===== config.mk =====
export PLATFORM = sky130hd
export DESIGN_NAME = l1_dcache_sa_flat
export DESIGN_NICKNAME = d
export VERILOG_FILES = /design/src/rtl/l1_dcache_sa_if.sv /design/src/rtl/l1_dcache_sa.sv /design/src/flat_wrapper.sv
export SDC_FILE = /design/constraint.sdc
export NUM_CORES = 2
export LEC_CHECK = 0
export ABC_AREA = 1
export CAP_MARGIN = 25
export CELL_PAD_IN_SITES_DETAIL_PLACEMENT = 1
export CELL_PAD_IN_SITES_GLOBAL_PLACEMENT = 2
export CORE_ASPECT_RATIO = 0.9
export CORE_MARGIN = 8
export CORE_UTILIZATION = 30
export DETAILED_ROUTE_END_ITERATION = 8
export HOLD_SLACK_MARGIN = 0.05
export PLACE_DENSITY_LB_ADDON = 0.1
export REMOVE_ABC_BUFFERS = 1
export SETUP_SLACK_MARGIN = 0.5
export SYNTH_ARGS = -nofsm -noshare
export SYNTH_HDL_FRONTEND = slang
export SYNTH_SLANG_ARGS = --single-unit

===== constraint.sdc =====
create_clock -name clk -period 22.9 [get_ports clk]
set_input_delay 6.87 -clock clk [delete_from_list [all_inputs] [get_ports clk]]
set_output_delay 6.87 -clock clk [all_outputs]
set_load 0.005 [all_outputs]

===== src/rtl/l1_dcache_sa_if.sv =====
// CPU request/response and memory read/write channels of l1_dcache_sa.
// The cache is the slave; the CPU and memory side together form the master.
interface l1_dcache_sa_if #(
  parameter int ADDR_WIDTH = 32,
  parameter int CPU_WIDTH  = 32,
  parameter int LINE_WIDTH = 128
);
  logic                      cpu_req_valid;
  logic                      cpu_req_ready;
  logic [ADDR_WIDTH-1:0]     cpu_req_addr;
  logic                      cpu_req_write;
  logic [CPU_WIDTH-1:0]      cpu_req_wdata;
  logic [CPU_WIDTH/8-1:0]    cpu_req_wmask;

  logic                      cpu_resp_valid;
  logic [CPU_WIDTH-1:0]      cpu_resp_rdata;
  logic                      cpu_resp_hit;
  logic                      cpu_resp_exception;

  logic                      mem_r_req_valid;
  logic                      mem_r_req_ready;
  logic [ADDR_WIDTH-1:0]     mem_r_req_addr;
  logic                      mem_r_resp_valid;
  logic [LINE_WIDTH-1:0]     mem_r_resp_rdata;

  logic                      mem_w_req_valid;
  logic                      mem_w_req_ready;
  logic [ADDR_WIDTH-1:0]     mem_w_req_addr;
  logic [LINE_WIDTH-1:0]     mem_w_req_data;
  logic [LINE_WIDTH/8-1:0]   mem_w_req_wmask;
  logic                      mem_w_resp_valid;

  modport slave (
    input  cpu_req_valid, cpu_req_addr, cpu_req_write, cpu_req_wdata, cpu_req_wmask,
    input  mem_r_req_ready, mem_r_resp_valid, mem_r_resp_rdata,
    input  mem_w_req_ready, mem_w_resp_valid,
    output cpu_req_ready, cpu_resp_valid, cpu_resp_rdata, cpu_resp_hit, cpu_resp_exception,
    output mem_r_req_valid, mem_r_req_addr,
    output mem_w_req_valid, mem_w_req_addr, mem_w_req_data, mem_w_req_wmask
  );

  modport master (
    output cpu_req_valid, cpu_req_addr, cpu_req_write, cpu_req_wdata, cpu_req_wmask,
    output mem_r_req_ready, mem_r_resp_valid, mem_r_resp_rdata,
    output mem_w_req_ready, mem_w_resp_valid,
    input  cpu_req_ready, cpu_resp_valid, cpu_resp_rdata, cpu_resp_hit, cpu_resp_exception,
    input  mem_r_req_valid, mem_r_req_addr,
    input  mem_w_req_valid, mem_w_req_addr, mem_w_req_data, mem_w_req_wmask
  );
endinterface


===== src/rtl/l1_dcache_sa.sv =====
// Set-associative write-back, write-allocate L1 data cache with round-robin replacement.
// Define DCACHE_PERF_CNT_EN to add the perf_hits / perf_misses counter outputs.
module l1_dcache_sa #(
  parameter int ADDR_WIDTH = 32,
  parameter int CPU_WIDTH  = 32,
  parameter int LINE_WIDTH = 128,
  parameter int SETS       = 4,
  parameter int WAYS       = 2
) (
  input  logic               clk,
  input  logic               rstn,
  l1_dcache_sa_if.slave      bus
`ifdef DCACHE_PERF_CNT_EN
  ,
  output logic [31:0]        perf_hits,
  output logic [31:0]        perf_misses
`endif
);

  localparam int OFFSET    = $clog2(LINE_WIDTH/8);
  localparam int INDEX     = $clog2(SETS);
  localparam int TAG       = ADDR_WIDTH - INDEX - OFFSET;
  localparam int WAY_W     = (WAYS > 1) ? $clog2(WAYS) : 1;
  localparam int WORDS     = LINE_WIDTH / CPU_WIDTH;
  localparam int WORD_W    = (WORDS > 1) ? $clog2(WORDS) : 1;
  localparam int CPU_BYTES = CPU_WIDTH / 8;
  localparam int BYTE_SH   = $clog2(CPU_BYTES);
  localparam int BIT_SH    = $clog2(CPU_WIDTH);

  typedef enum logic [2:0] {IDLE, LOOKUP, WB_REQ, WB_WAIT, RF_REQ, RF_WAIT} state_e;

  state_e state_q, state_d;

  logic [ADDR_WIDTH-1:0]  req_addr_q;
  logic                   req_write_q;
  logic [CPU_WIDTH-1:0]   req_wdata_q;
  logic [CPU_BYTES-1:0]   req_wmask_q;
  logic                   filled_q;
  logic [WAY_W-1:0]       victim_q;

  logic                   valid_q [SETS][WAYS];
  logic                   dirty_q [SETS][WAYS];
  logic [TAG-1:0]         tag_q   [SETS][WAYS];
  logic [LINE_WIDTH-1:0]  data_q  [SETS][WAYS];
  logic [WAY_W-1:0]       rr_q    [SETS];

  logic [INDEX-1:0]          set_idx;
  logic [TAG-1:0]            req_tag;
  logic                      misaligned;
  logic [WORD_W-1:0]         word_idx;
  logic [WORD_W+BIT_SH-1:0]  word_lsb;
  logic                      hit;
  logic [WAY_W-1:0]          hit_way;
  logic                      inv_found;
  logic [WAY_W-1:0]          victim_way;
  logic [LINE_WIDTH-1:0]     hit_line;
  logic [LINE_WIDTH-1:0]     store_line;
  logic [CPU_WIDTH-1:0]      hit_word;
  logic                      lookup_hit;
  logic                      do_store;
  logic                      do_fill;

  assign set_idx    = req_addr_q[OFFSET +: INDEX];
  assign req_tag    = req_addr_q[ADDR_WIDTH-1 -: TAG];
  assign misaligned = |req_addr_q[1:0];
  assign word_idx   = (WORDS > 1) ? req_addr_q[BYTE_SH +: WORD_W] : '0;
  assign word_lsb   = {word_idx, {BIT_SH{1'b0}}};
  assign lookup_hit = (state_q == LOOKUP) && !misaligned && hit;

  always_comb begin
    hit     = 1'b0;
    hit_way = '0;
    for (int unsigned w = 0; w < WAYS; w++) begin
      if (valid_q[set_idx][w] && (tag_q[set_idx][w] == req_tag)) begin
        hit     = 1'b1;
        hit_way = WAY_W'(w);
      end
    end
  end

  // Descending scan so the lowest-index invalid way is the one that sticks.
  always_comb begin
    inv_found  = 1'b0;
    victim_way = rr_q[set_idx];
    for (int unsigned w = WAYS; w > 0; w--) begin
      if (!valid_q[set_idx][w-1]) begin
        inv_found  = 1'b1;
        victim_way = WAY_W'(w-1);
      end
    end
  end

  always_comb begin
    hit_line   = data_q[set_idx][hit_way];
    hit_word   = hit_line[word_lsb +: CPU_WIDTH];
    store_line = hit_line;
    for (int unsigned b = 0; b < CPU_BYTES; b++) begin
      if (req_wmask_q[b]) begin
        store_line[int'(word_lsb) + 8*int'(b) +: 8] = req_wdata_q[8*b +: 8];
      end
    end
  end

  always_ff @(posedge clk) begin
    if (!rstn) begin
      state_q <= IDLE;
    end else begin
      state_q <= state_d;
    end
  end

  // Every output defaults to zero and is only driven while out of reset.
  always_comb begin
    state_d                = state_q;
    bus.cpu_req_ready      = 1'b0;
    bus.cpu_resp_valid     = 1'b0;
    bus.cpu_resp_rdata     = '0;
    bus.cpu_resp_hit       = 1'b0;
    bus.cpu_resp_exception = 1'b0;
    bus.mem_r_req_valid    = 1'b0;
    bus.mem_r_req_addr     = '0;
    bus.mem_w_req_valid    = 1'b0;
    bus.mem_w_req_addr     = '0;
    bus.mem_w_req_data     = '0;
    bus.mem_w_req_wmask    = '0;
    do_store               = 1'b0;
    do_fill                = 1'b0;
    if (rstn) begin
      case (state_q)
        IDLE: begin
          bus.cpu_req_ready = 1'b1;
          if (bus.cpu_req_valid) state_d = LOOKUP;
        end
        LOOKUP: begin
          if (misaligned) begin
            bus.cpu_resp_valid     = 1'b1;
            bus.cpu_resp_exception = 1'b1;
            state_d                = IDLE;
          end else if (hit) begin
            bus.cpu_resp_valid = 1'b1;
            bus.cpu_resp_rdata = hit_word;
            bus.cpu_resp_hit   = !filled_q;
            do_store           = req_write_q;
            state_d            = IDLE;
          end else if (valid_q[set_idx][victim_way] && dirty_q[set_idx][victim_way]) begin
            state_d = WB_REQ;
          end else begin
            state_d = RF_REQ;
          end
        end
        WB_REQ: begin
          bus.mem_w_req_valid = 1'b1;
          bus.mem_w_req_addr  = {tag_q[set_idx][victim_q], set_idx, {OFFSET{1'b0}}};
          bus.mem_w_req_data  = data_q[set_idx][victim_q];
          bus.mem_w_req_wmask = '1;
          if (bus.mem_w_req_ready) state_d = WB_WAIT;
        end
        WB_WAIT: begin
          if (bus.mem_w_resp_valid) state_d = RF_REQ;
        end
        RF_REQ: begin
          bus.mem_r_req_valid = 1'b1;
          bus.mem_r_req_addr  = {req_addr_q[ADDR_WIDTH-1:OFFSET], {OFFSET{1'b0}}};
          if (bus.mem_r_req_ready) state_d = RF_WAIT;
        end
        RF_WAIT: begin
          if (bus.mem_r_resp_valid) begin
            do_fill = 1'b1;
            state_d = LOOKUP;
          end
        end
        default: state_d = IDLE;
      endcase
    end
  end

  always_ff @(posedge clk) begin
    if (!rstn) begin
      filled_q <= 1'b0;
      for (int unsigned s = 0; s < SETS; s++) begin
        rr_q[s] <= '0;
        for (int unsigned w = 0; w < WAYS; w++) begin
          valid_q[s][w] <= 1'b0;
          dirty_q[s][w] <= 1'b0;
        end
      end
    end else begin
      if ((state_q == IDLE) && bus.cpu_req_valid) begin
        req_addr_q  <= bus.cpu_req_addr;
        req_write_q <= bus.cpu_req_write;
        req_wdata_q <= bus.cpu_req_wdata;
        req_wmask_q <= bus.cpu_req_wmask;
        filled_q    <= 1'b0;
      end
      if ((state_q == LOOKUP) && !misaligned && !hit) begin
        victim_q <= victim_way;
      end
      if (do_store) begin
        data_q[set_idx][hit_way]  <= store_line;
        dirty_q[set_idx][hit_way] <= 1'b1;
      end
      if (do_fill) begin
        data_q[set_idx][victim_q]  <= bus.mem_r_resp_rdata;
        tag_q[set_idx][victim_q]   <= req_tag;
        valid_q[set_idx][victim_q] <= 1'b1;
        dirty_q[set_idx][victim_q] <= 1'b0;
        rr_q[set_idx]              <= (rr_q[set_idx] == WAY_W'(WAYS-1)) ? '0 : rr_q[set_idx] + 1'b1;
        filled_q                   <= 1'b1;
      end
    end
  end

`ifdef DCACHE_PERF_CNT_EN
  // A response after a refill is a miss; the one straight out of the first lookup is a hit.
  always_ff @(posedge clk) begin
    if (!rstn) begin
      perf_hits   <= '0;
      perf_misses <= '0;
    end else if (lookup_hit) begin
      if (filled_q) perf_misses <= perf_misses + 1'b1;
      else          perf_hits   <= perf_hits + 1'b1;
    end
  end
`endif

endmodule


===== src/flat_wrapper.sv =====
// flat-port wrapper written by rule: the top's interface ports become plain ports
module l1_dcache_sa_flat 
#(
  parameter int ADDR_WIDTH = 32,
  parameter int CPU_WIDTH  = 32,
  parameter int LINE_WIDTH = 128,
  parameter int SETS       = 4,
  parameter int WAYS       = 2
)
  (clk, rstn, bus_cpu_req_valid, bus_cpu_req_addr, bus_cpu_req_write, bus_cpu_req_wdata, bus_cpu_req_wmask, bus_mem_r_req_ready, bus_mem_r_resp_valid, bus_mem_r_resp_rdata, bus_mem_w_req_ready, bus_mem_w_resp_valid, bus_cpu_req_ready, bus_cpu_resp_valid, bus_cpu_resp_rdata, bus_cpu_resp_hit, bus_cpu_resp_exception, bus_mem_r_req_valid, bus_mem_r_req_addr, bus_mem_w_req_valid, bus_mem_w_req_addr, bus_mem_w_req_data, bus_mem_w_req_wmask);
  l1_dcache_sa_if #(.ADDR_WIDTH(ADDR_WIDTH), .CPU_WIDTH(CPU_WIDTH), .LINE_WIDTH(LINE_WIDTH)) bus_i ();
  input  logic clk;
  input  logic rstn;
  input wire logic [$bits(bus_i.cpu_req_valid)-1:0] bus_cpu_req_valid;
  input wire logic [$bits(bus_i.cpu_req_addr)-1:0] bus_cpu_req_addr;
  input wire logic [$bits(bus_i.cpu_req_write)-1:0] bus_cpu_req_write;
  input wire logic [$bits(bus_i.cpu_req_wdata)-1:0] bus_cpu_req_wdata;
  input wire logic [$bits(bus_i.cpu_req_wmask)-1:0] bus_cpu_req_wmask;
  input wire logic [$bits(bus_i.mem_r_req_ready)-1:0] bus_mem_r_req_ready;
  input wire logic [$bits(bus_i.mem_r_resp_valid)-1:0] bus_mem_r_resp_valid;
  input wire logic [$bits(bus_i.mem_r_resp_rdata)-1:0] bus_mem_r_resp_rdata;
  input wire logic [$bits(bus_i.mem_w_req_ready)-1:0] bus_mem_w_req_ready;
  input wire logic [$bits(bus_i.mem_w_resp_valid)-1:0] bus_mem_w_resp_valid;
  output wire logic [$bits(bus_i.cpu_req_ready)-1:0] bus_cpu_req_ready;
  output wire logic [$bits(bus_i.cpu_resp_valid)-1:0] bus_cpu_resp_valid;
  output wire logic [$bits(bus_i.cpu_resp_rdata)-1:0] bus_cpu_resp_rdata;
  output wire logic [$bits(bus_i.cpu_resp_hit)-1:0] bus_cpu_resp_hit;
  output wire logic [$bits(bus_i.cpu_resp_exception)-1:0] bus_cpu_resp_exception;
  output wire logic [$bits(bus_i.mem_r_req_valid)-1:0] bus_mem_r_req_valid;
  output wire logic [$bits(bus_i.mem_r_req_addr)-1:0] bus_mem_r_req_addr;
  output wire logic [$bits(bus_i.mem_w_req_valid)-1:0] bus_mem_w_req_valid;
  output wire logic [$bits(bus_i.mem_w_req_addr)-1:0] bus_mem_w_req_addr;
  output wire logic [$bits(bus_i.mem_w_req_data)-1:0] bus_mem_w_req_data;
  output wire logic [$bits(bus_i.mem_w_req_wmask)-1:0] bus_mem_w_req_wmask;
  assign bus_i.cpu_req_valid = bus_cpu_req_valid;
  assign bus_i.cpu_req_addr = bus_cpu_req_addr;
  assign bus_i.cpu_req_write = bus_cpu_req_write;
  assign bus_i.cpu_req_wdata = bus_cpu_req_wdata;
  assign bus_i.cpu_req_wmask = bus_cpu_req_wmask;
  assign bus_i.mem_r_req_ready = bus_mem_r_req_ready;
  assign bus_i.mem_r_resp_valid = bus_mem_r_resp_valid;
  assign bus_i.mem_r_resp_rdata = bus_mem_r_resp_rdata;
  assign bus_i.mem_w_req_ready = bus_mem_w_req_ready;
  assign bus_i.mem_w_resp_valid = bus_mem_w_resp_valid;
  assign bus_cpu_req_ready = bus_i.cpu_req_ready;
  assign bus_cpu_resp_valid = bus_i.cpu_resp_valid;
  assign bus_cpu_resp_rdata = bus_i.cpu_resp_rdata;
  assign bus_cpu_resp_hit = bus_i.cpu_resp_hit;
  assign bus_cpu_resp_exception = bus_i.cpu_resp_exception;
  assign bus_mem_r_req_valid = bus_i.mem_r_req_valid;
  assign bus_mem_r_req_addr = bus_i.mem_r_req_addr;
  assign bus_mem_w_req_valid = bus_i.mem_w_req_valid;
  assign bus_mem_w_req_addr = bus_i.mem_w_req_addr;
  assign bus_mem_w_req_data = bus_i.mem_w_req_data;
  assign bus_mem_w_req_wmask = bus_i.mem_w_req_wmask;
  l1_dcache_sa #(.ADDR_WIDTH(ADDR_WIDTH), .CPU_WIDTH(CPU_WIDTH), .LINE_WIDTH(LINE_WIDTH), .SETS(SETS), .WAYS(WAYS)) u_core (.clk(clk), .rstn(rstn), .bus(bus_i));
endmodule

Yosys cells after proc, flatten, opt, wreduce, memory -nomap -nowiden
Memory sizes are Yosys's and may differ from the RTL's. A register that Yosys moved wholly into a read port is not among the register bits.
Cells that the tools add are included.

storage, ports and cells
  bits in registers = 74
  memories = 5
  bits of input ports = 204
  output and inout port bits = 246
  memory bits (writable) = 1252
  word-level logic and storage cells = 696

memory list
  name            depth  width  rd ports  clocked after memory_dff  write ports  line                text
  u_core.data_q   4      256    1         1                         1            l1_dcache_sa.sv:44  logic [LINE_WIDTH-1:0] data_q [SETS][WAYS];
  u_core.tag_q    4      52     1         1                         1            l1_dcache_sa.sv:43  logic [TAG-1:0] tag_q [SETS][WAYS];
  u_core.dirty_q  4      2      1         1                         4            l1_dcache_sa.sv:42  logic dirty_q [SETS][WAYS];
  u_core.valid_q  4      2      1         1                         4            l1_dcache_sa.sv:41  logic valid_q [SETS][WAYS];
  u_core.rr_q     4      1      1         1                         4            l1_dcache_sa.sv:45  logic [WAY_W-1:0] rr_q [SETS];

operators by class
  bitwise logic cells = 261
  mux-type cells = 369
  $lt $le $gt $ge = 5
  shift operators = 9
  reduce and logical (&&, ||, !) cells = 20
  $add $sub $neg = 8
  equality and inequality tests = 12

operator list
  kind                                                                       count
  128-bit 2-to-1 mux                                                         14
  128-bit bitwise mux                                                        4
  256-bit 2-to-1 mux                                                         2
  8-bit by 33-bit variable shift with 128-bit output (first input constant)  4
  8-bit by 33-bit variable part select with 128-bit output                   4
  1-bit 2-to-1 mux                                                           306
  1-bit OR                                                                   258
  128-bit demux with 1-bit select                                            2
  32-bit 2-to-1 mux                                                          8
  128-bit by 8-bit variable part select with 32-bit output                   1
  26-bit 2-to-1 mux                                                          4
  32-bit negation with 33-bit output                                         3
  26-bit == test                                                             2
  52-bit 2-to-1 mux                                                          1
  7-bit negation with 33-bit output                                          1
  16-bit 2-to-1 mux                                                          2
  2-bit 2-to-1 mux                                                           14
  26-bit demux with 1-bit select                                             1
  3-bit 2-to-1 mux                                                           8
  3-bit one-hot mux with 6 select lines                                      1
  7-bit by 5-bit adder with 8-bit output (second input constant)             2
  2-bit inequality test (second input constant)                              5
  7-bit by 4-bit adder with 8-bit output (second input constant)             1
  1-bit logical AND                                                          8
  other kinds (15)                                                           28

Logic depth before layout (Yosys ltp)
  depth in word-level cells = 16
  depth in mapped cells = 21
  mapped depth without buffers = 17

Worst setup path before layout
No wires, ideal clock.

  kind = input to output
  start = input port rstn
  end = output port bus_mem_w_req_addr[18]
  path slack = 7402 ps
  required time = 16030 ps
  path buffers = 3
  stages on the path = 7
  arrival = 8628 ps
  path through = clkbuf_1 > clkinv_1 > nor2_1 > clkbuf_1 > clkbuf_1 > nand2_1 > a21oi_1

between the ends
  cells in the longest elaborated chain, start to end = 1

ends and longest elaborated chain
  item                line                 text
  start: declaration  flat_wrapper.sv:13   input logic rstn;
  32-bit 2-to-1 mux   l1_dcache_sa.sv:128  if (rstn) begin
  end: declaration    flat_wrapper.sv:32   output wire logic [$bits(bus_i.mem_w_req_addr)-1:0] bus_mem_w_req_addr;

Every way passes these cells.

Final worst setup path
  start = input port rstn
  end = output port bus_mem_w_req_data[18]

between the ends
  cells in the longest elaborated chain, start to end = 1

ends and longest elaborated chain
  item                line                 text
  128-bit 2-to-1 mux  l1_dcache_sa.sv:128
  end: declaration    flat_wrapper.sv:33   output wire logic [$bits(bus_i.mem_w_req_data)-1:0] bus_mem_w_req_data;

Every way passes these cells.

==> results.yml <==
route:
  firstDrtPassIters: 5
  drtAntennaViolNets: 0
  wire_per_inst_um: 27.0
  viasPerCell: 5.16
  drc: 0
  drt_iter0_markers: 3216
  drt_wl_total_mm: 246
  vias: 47100
sta:
  fin_crit_ns: 17.51
  tightest_slew_ns: 1.06
  slew_viol_final: 0
  skew_ns: 0.0323
  rsz0062_at_grt: "false"
  maxSlewHeadroom_pct: 29.0
  finalWorstSetupSlack_ns: 5.39
  setup_tns_ns: 0
  timing.final.crit_share_pct: 76.5
  fmax_mhz: 57.1
  whs_ns: 0.463
  finalSetupViolations: 0
  hold_viol: 0
synthesis:
  synth_top_family_by_area: "simple AND/OR/NAND/NOR gates"
  yosys_warnings: 0
  synth_mux_area_share_pct: 0
  synth_top_area_share_pct: 64.4
  async_flop_share_pct: 0
  synth_xor_area_share_pct: 0.143
  avgSynthCellArea_um2: 10.2
  synth_largest_area_cell: "edfxtp_1"
  ys.flop_type: "edfxtp_1"
  synth_edf_count: 1309
  ys_seq_elements: 1328
  yosysSeqAreaShare_pct: 65.0
  synth_compound_area_share_pct: 11.4
  synth_cells: 6002
  syn_area_mm2: 0.0610
  synthAdderAreaFrac_pct: 0.102
  ys_top_cells_by_area: "edfxtp_1, nand2_1, nand3_1"
  netlist-cell-type-count: 38
  yosys.area_share.simple_pct: 18.1
pwr:
  ir_worst_vdd_mv: 0.0741
  switching_power_uw: 1560
  p_clk_share_pct: 42.4
  switching_share_pct: 26.2
  power.internal_uw: 4400
  power_density_mw_per_mm2: 81.6
  p_leak_uw: 0.0266
  p_seq_share_pct: 46.1
  combPwrFrac_pct: 11.5
final_layout:
  final_cell_mix: "nand2_1, edfxtp_1, nand3_1"
  drive_gt1_share_pct: 5.46
  fillerInstances: 22400
  multi_input_area_mm2: 0.0183
  syn_to_final_growth_pct: 19.8
  final_common_cell: "nand2_1"
  regArea_mm2: 0.0397
  fin_util_pct: 36.0
  num-nets-final: 6498
  final_area_mm2: 0.0731
clock_tree:
  clock_path_buffers: 3
  cts_setup_buffers: 0
  postCtsHoldBufs: 0
  cts_tree: "built"
  cts_resized: 0
  clock-sinks: 1328
  clkTransAtPathRegs_ns: 0.06
  cts_root_buf: "clkbuf_16"
  numCtsBuffers: 158
  htreeDepth: 4
  clk_latency_ns: 0.81
floorplanning:
  die-area_mm2: 0.218
  rows: 157
  die_w_um: 491
  boundaryPins: 450
  fp.dieH_um: 444
  core-area_mm2: 0.203
  initial_core_util_pct: 30.1
worst_hold_path:
  hold_path_class: "reg -> reg"
  hold_depth: 2
grt:
  track_usage_pct: 21.8
  grt_max_degree: 161
  antenna_found_initial: 19
  grt_pass1_vias: 47900
  grt_pass1_wl_mm: 350
  grt-ovfl-total: 0
worst_setup_path:
  reg2reg_depth: 15
  max_stage_delay_ns: 0.57
  cp_slowest_cell: "buf_4"
  crit_buf_inv: 7
  r2r_slack_ns: 15.15
  cp-start-kind: "primary input"
  cp_max_fo: 80
  cp_num_cells: 10
  cp_data_arrival_time_ns: 10.64
  cpMostUsedCell: "buf_4"
  required_ns: 16.03
  critPathTopFamily: "buffers and inverters"
  crit_path_end_kind: "output pin"
  path_class: "in -> out"
  crit_chain: "clkdlybuf4s50_1, buf_4, clkinv_1, nor2_4, buf_4, buf_4, buf_16, o21ai_0, a21oi_1, clkdlybuf4s50_1"
place:
  place_hpwl_mm: 155
  portBuffers: 441
  pre_cts_ws_ns: 5.03
  routabilityCongestion: 0.846
  place_area_mm2: 0.0679
job:
  cap_viol_max_count: 0
status:
  status: "finished clean"
-- tightest hold or removal path: cells and delay by family (launching register included) --
kind | cells | cell delay (ns)
AO/OA/AOI/OAI | 1 | 0.05
flip-flops | 1 | 0.33
AND/OR/NAND/NOR | 1 | 0.05
-- cell usage after synthesis, types with 2 or more instances --
cell type and instances:
nand4_1 15, nand3_1 552, ha_1 5, and3_1 2, buf_6 6, a32oi_1 128
a31oi_1 130, a21oi_1 369, clkbuf_1 229, clkinv_1 4, buf_4 46, nand2_1 1752
o21ai_0 343, dfxtp_1 19, o31ai_1 16, buf_1 52, nor3_1 5, nor2_1 411
inv_2 5, inv_1 338, o211ai_1 2, a32o_1 83, o21ai_1 29, edfxtp_1 1309
buf_2 82, o22ai_1 49, xor2_1 10
-- logic make-up (layout without fill, tap and decap cells) --
kind of cell / count (synthesis) / after routing
buffers and inverters: 762 / 1168
adder cells (fa/ha/maj): 5 / 5
flip-flops: 1328 / 1328
AND/OR/NAND/NOR: 2741 / 2741
other: 1 / 14
XOR/XNOR: 10 / 10
AO/OA/AOI/OAI: 1155 / 1155
-- metrics by stage --
stage | instances | total power, µW
floorplan | 5594 | 3220
global placement | 8828 | 3490
detailed placement | 8830 | 3490
CTS | 9116 | 6030
global route | 9122 | 6170
finish | 9124 | 5960
-- final timing paths --
| path | start | endpoint |
|---|---|---|
| setup / recovery | rstn | bus_mem_w_req_data[18] |
| hold / removal | u_core.valid_q[1][1] | u_core.valid_q[1][1] |
| setup reg to reg | flip-flop | u_core.data_q[1][135] |
| hold reg to reg | u_core.valid_q[1][1] | u_core.valid_q[1][1] |
-- registers in the layout (all words and copies together) (netlist names), named ones only --
signal / flops
u_core.req_write_q: 1
u_core.valid_q: 8
u_core.req_wmask_q: 4
u_core.tag_q: 208
u_core.dirty_q: 8
u_core.rr_q: 4
u_core.data_q: 1024
u_core.filled_q: 1
u_core.req_addr_q: 32
u_core.state_q: 3
u_core.req_wdata_q: 32
u_core.victim_q: 1
-- power by group through the flow --
stage	sequential, µW	clock, µW	combinational (µW)
3_3_place_gp	2800	0	689
3_5_place_dp	2800	0	694
2_1_floorplan	2810	0	402
5_1_grt	2750	2670	756
4_1_cts	2750	2590	697
6_report	2750	2530	686
-- metal layers --
metal	GRT usage, %	part of all wire (%)
met1	29.6	46
met2	36.8	48
met3	3.04	4.1
met5	0	0.011
met4	5.56	2.5
-- cell type report --
| class | instances | share of cell area (%) |
|---|---|---|
| clock inverter | 86 | 1.28 |
| clock buffer | 200 | 5.72 |
| antenna | 6 | 0.0205 |
| tap | 2703 | 4.63 |
| multi-input combinational | 3919 | 25.0 |
| sequential | 1328 | 54.3 |
| inverter | 347 | 1.92 |
| timing repair buffer | 535 | 7.16 |
Power figures use the tool's default switching activity.
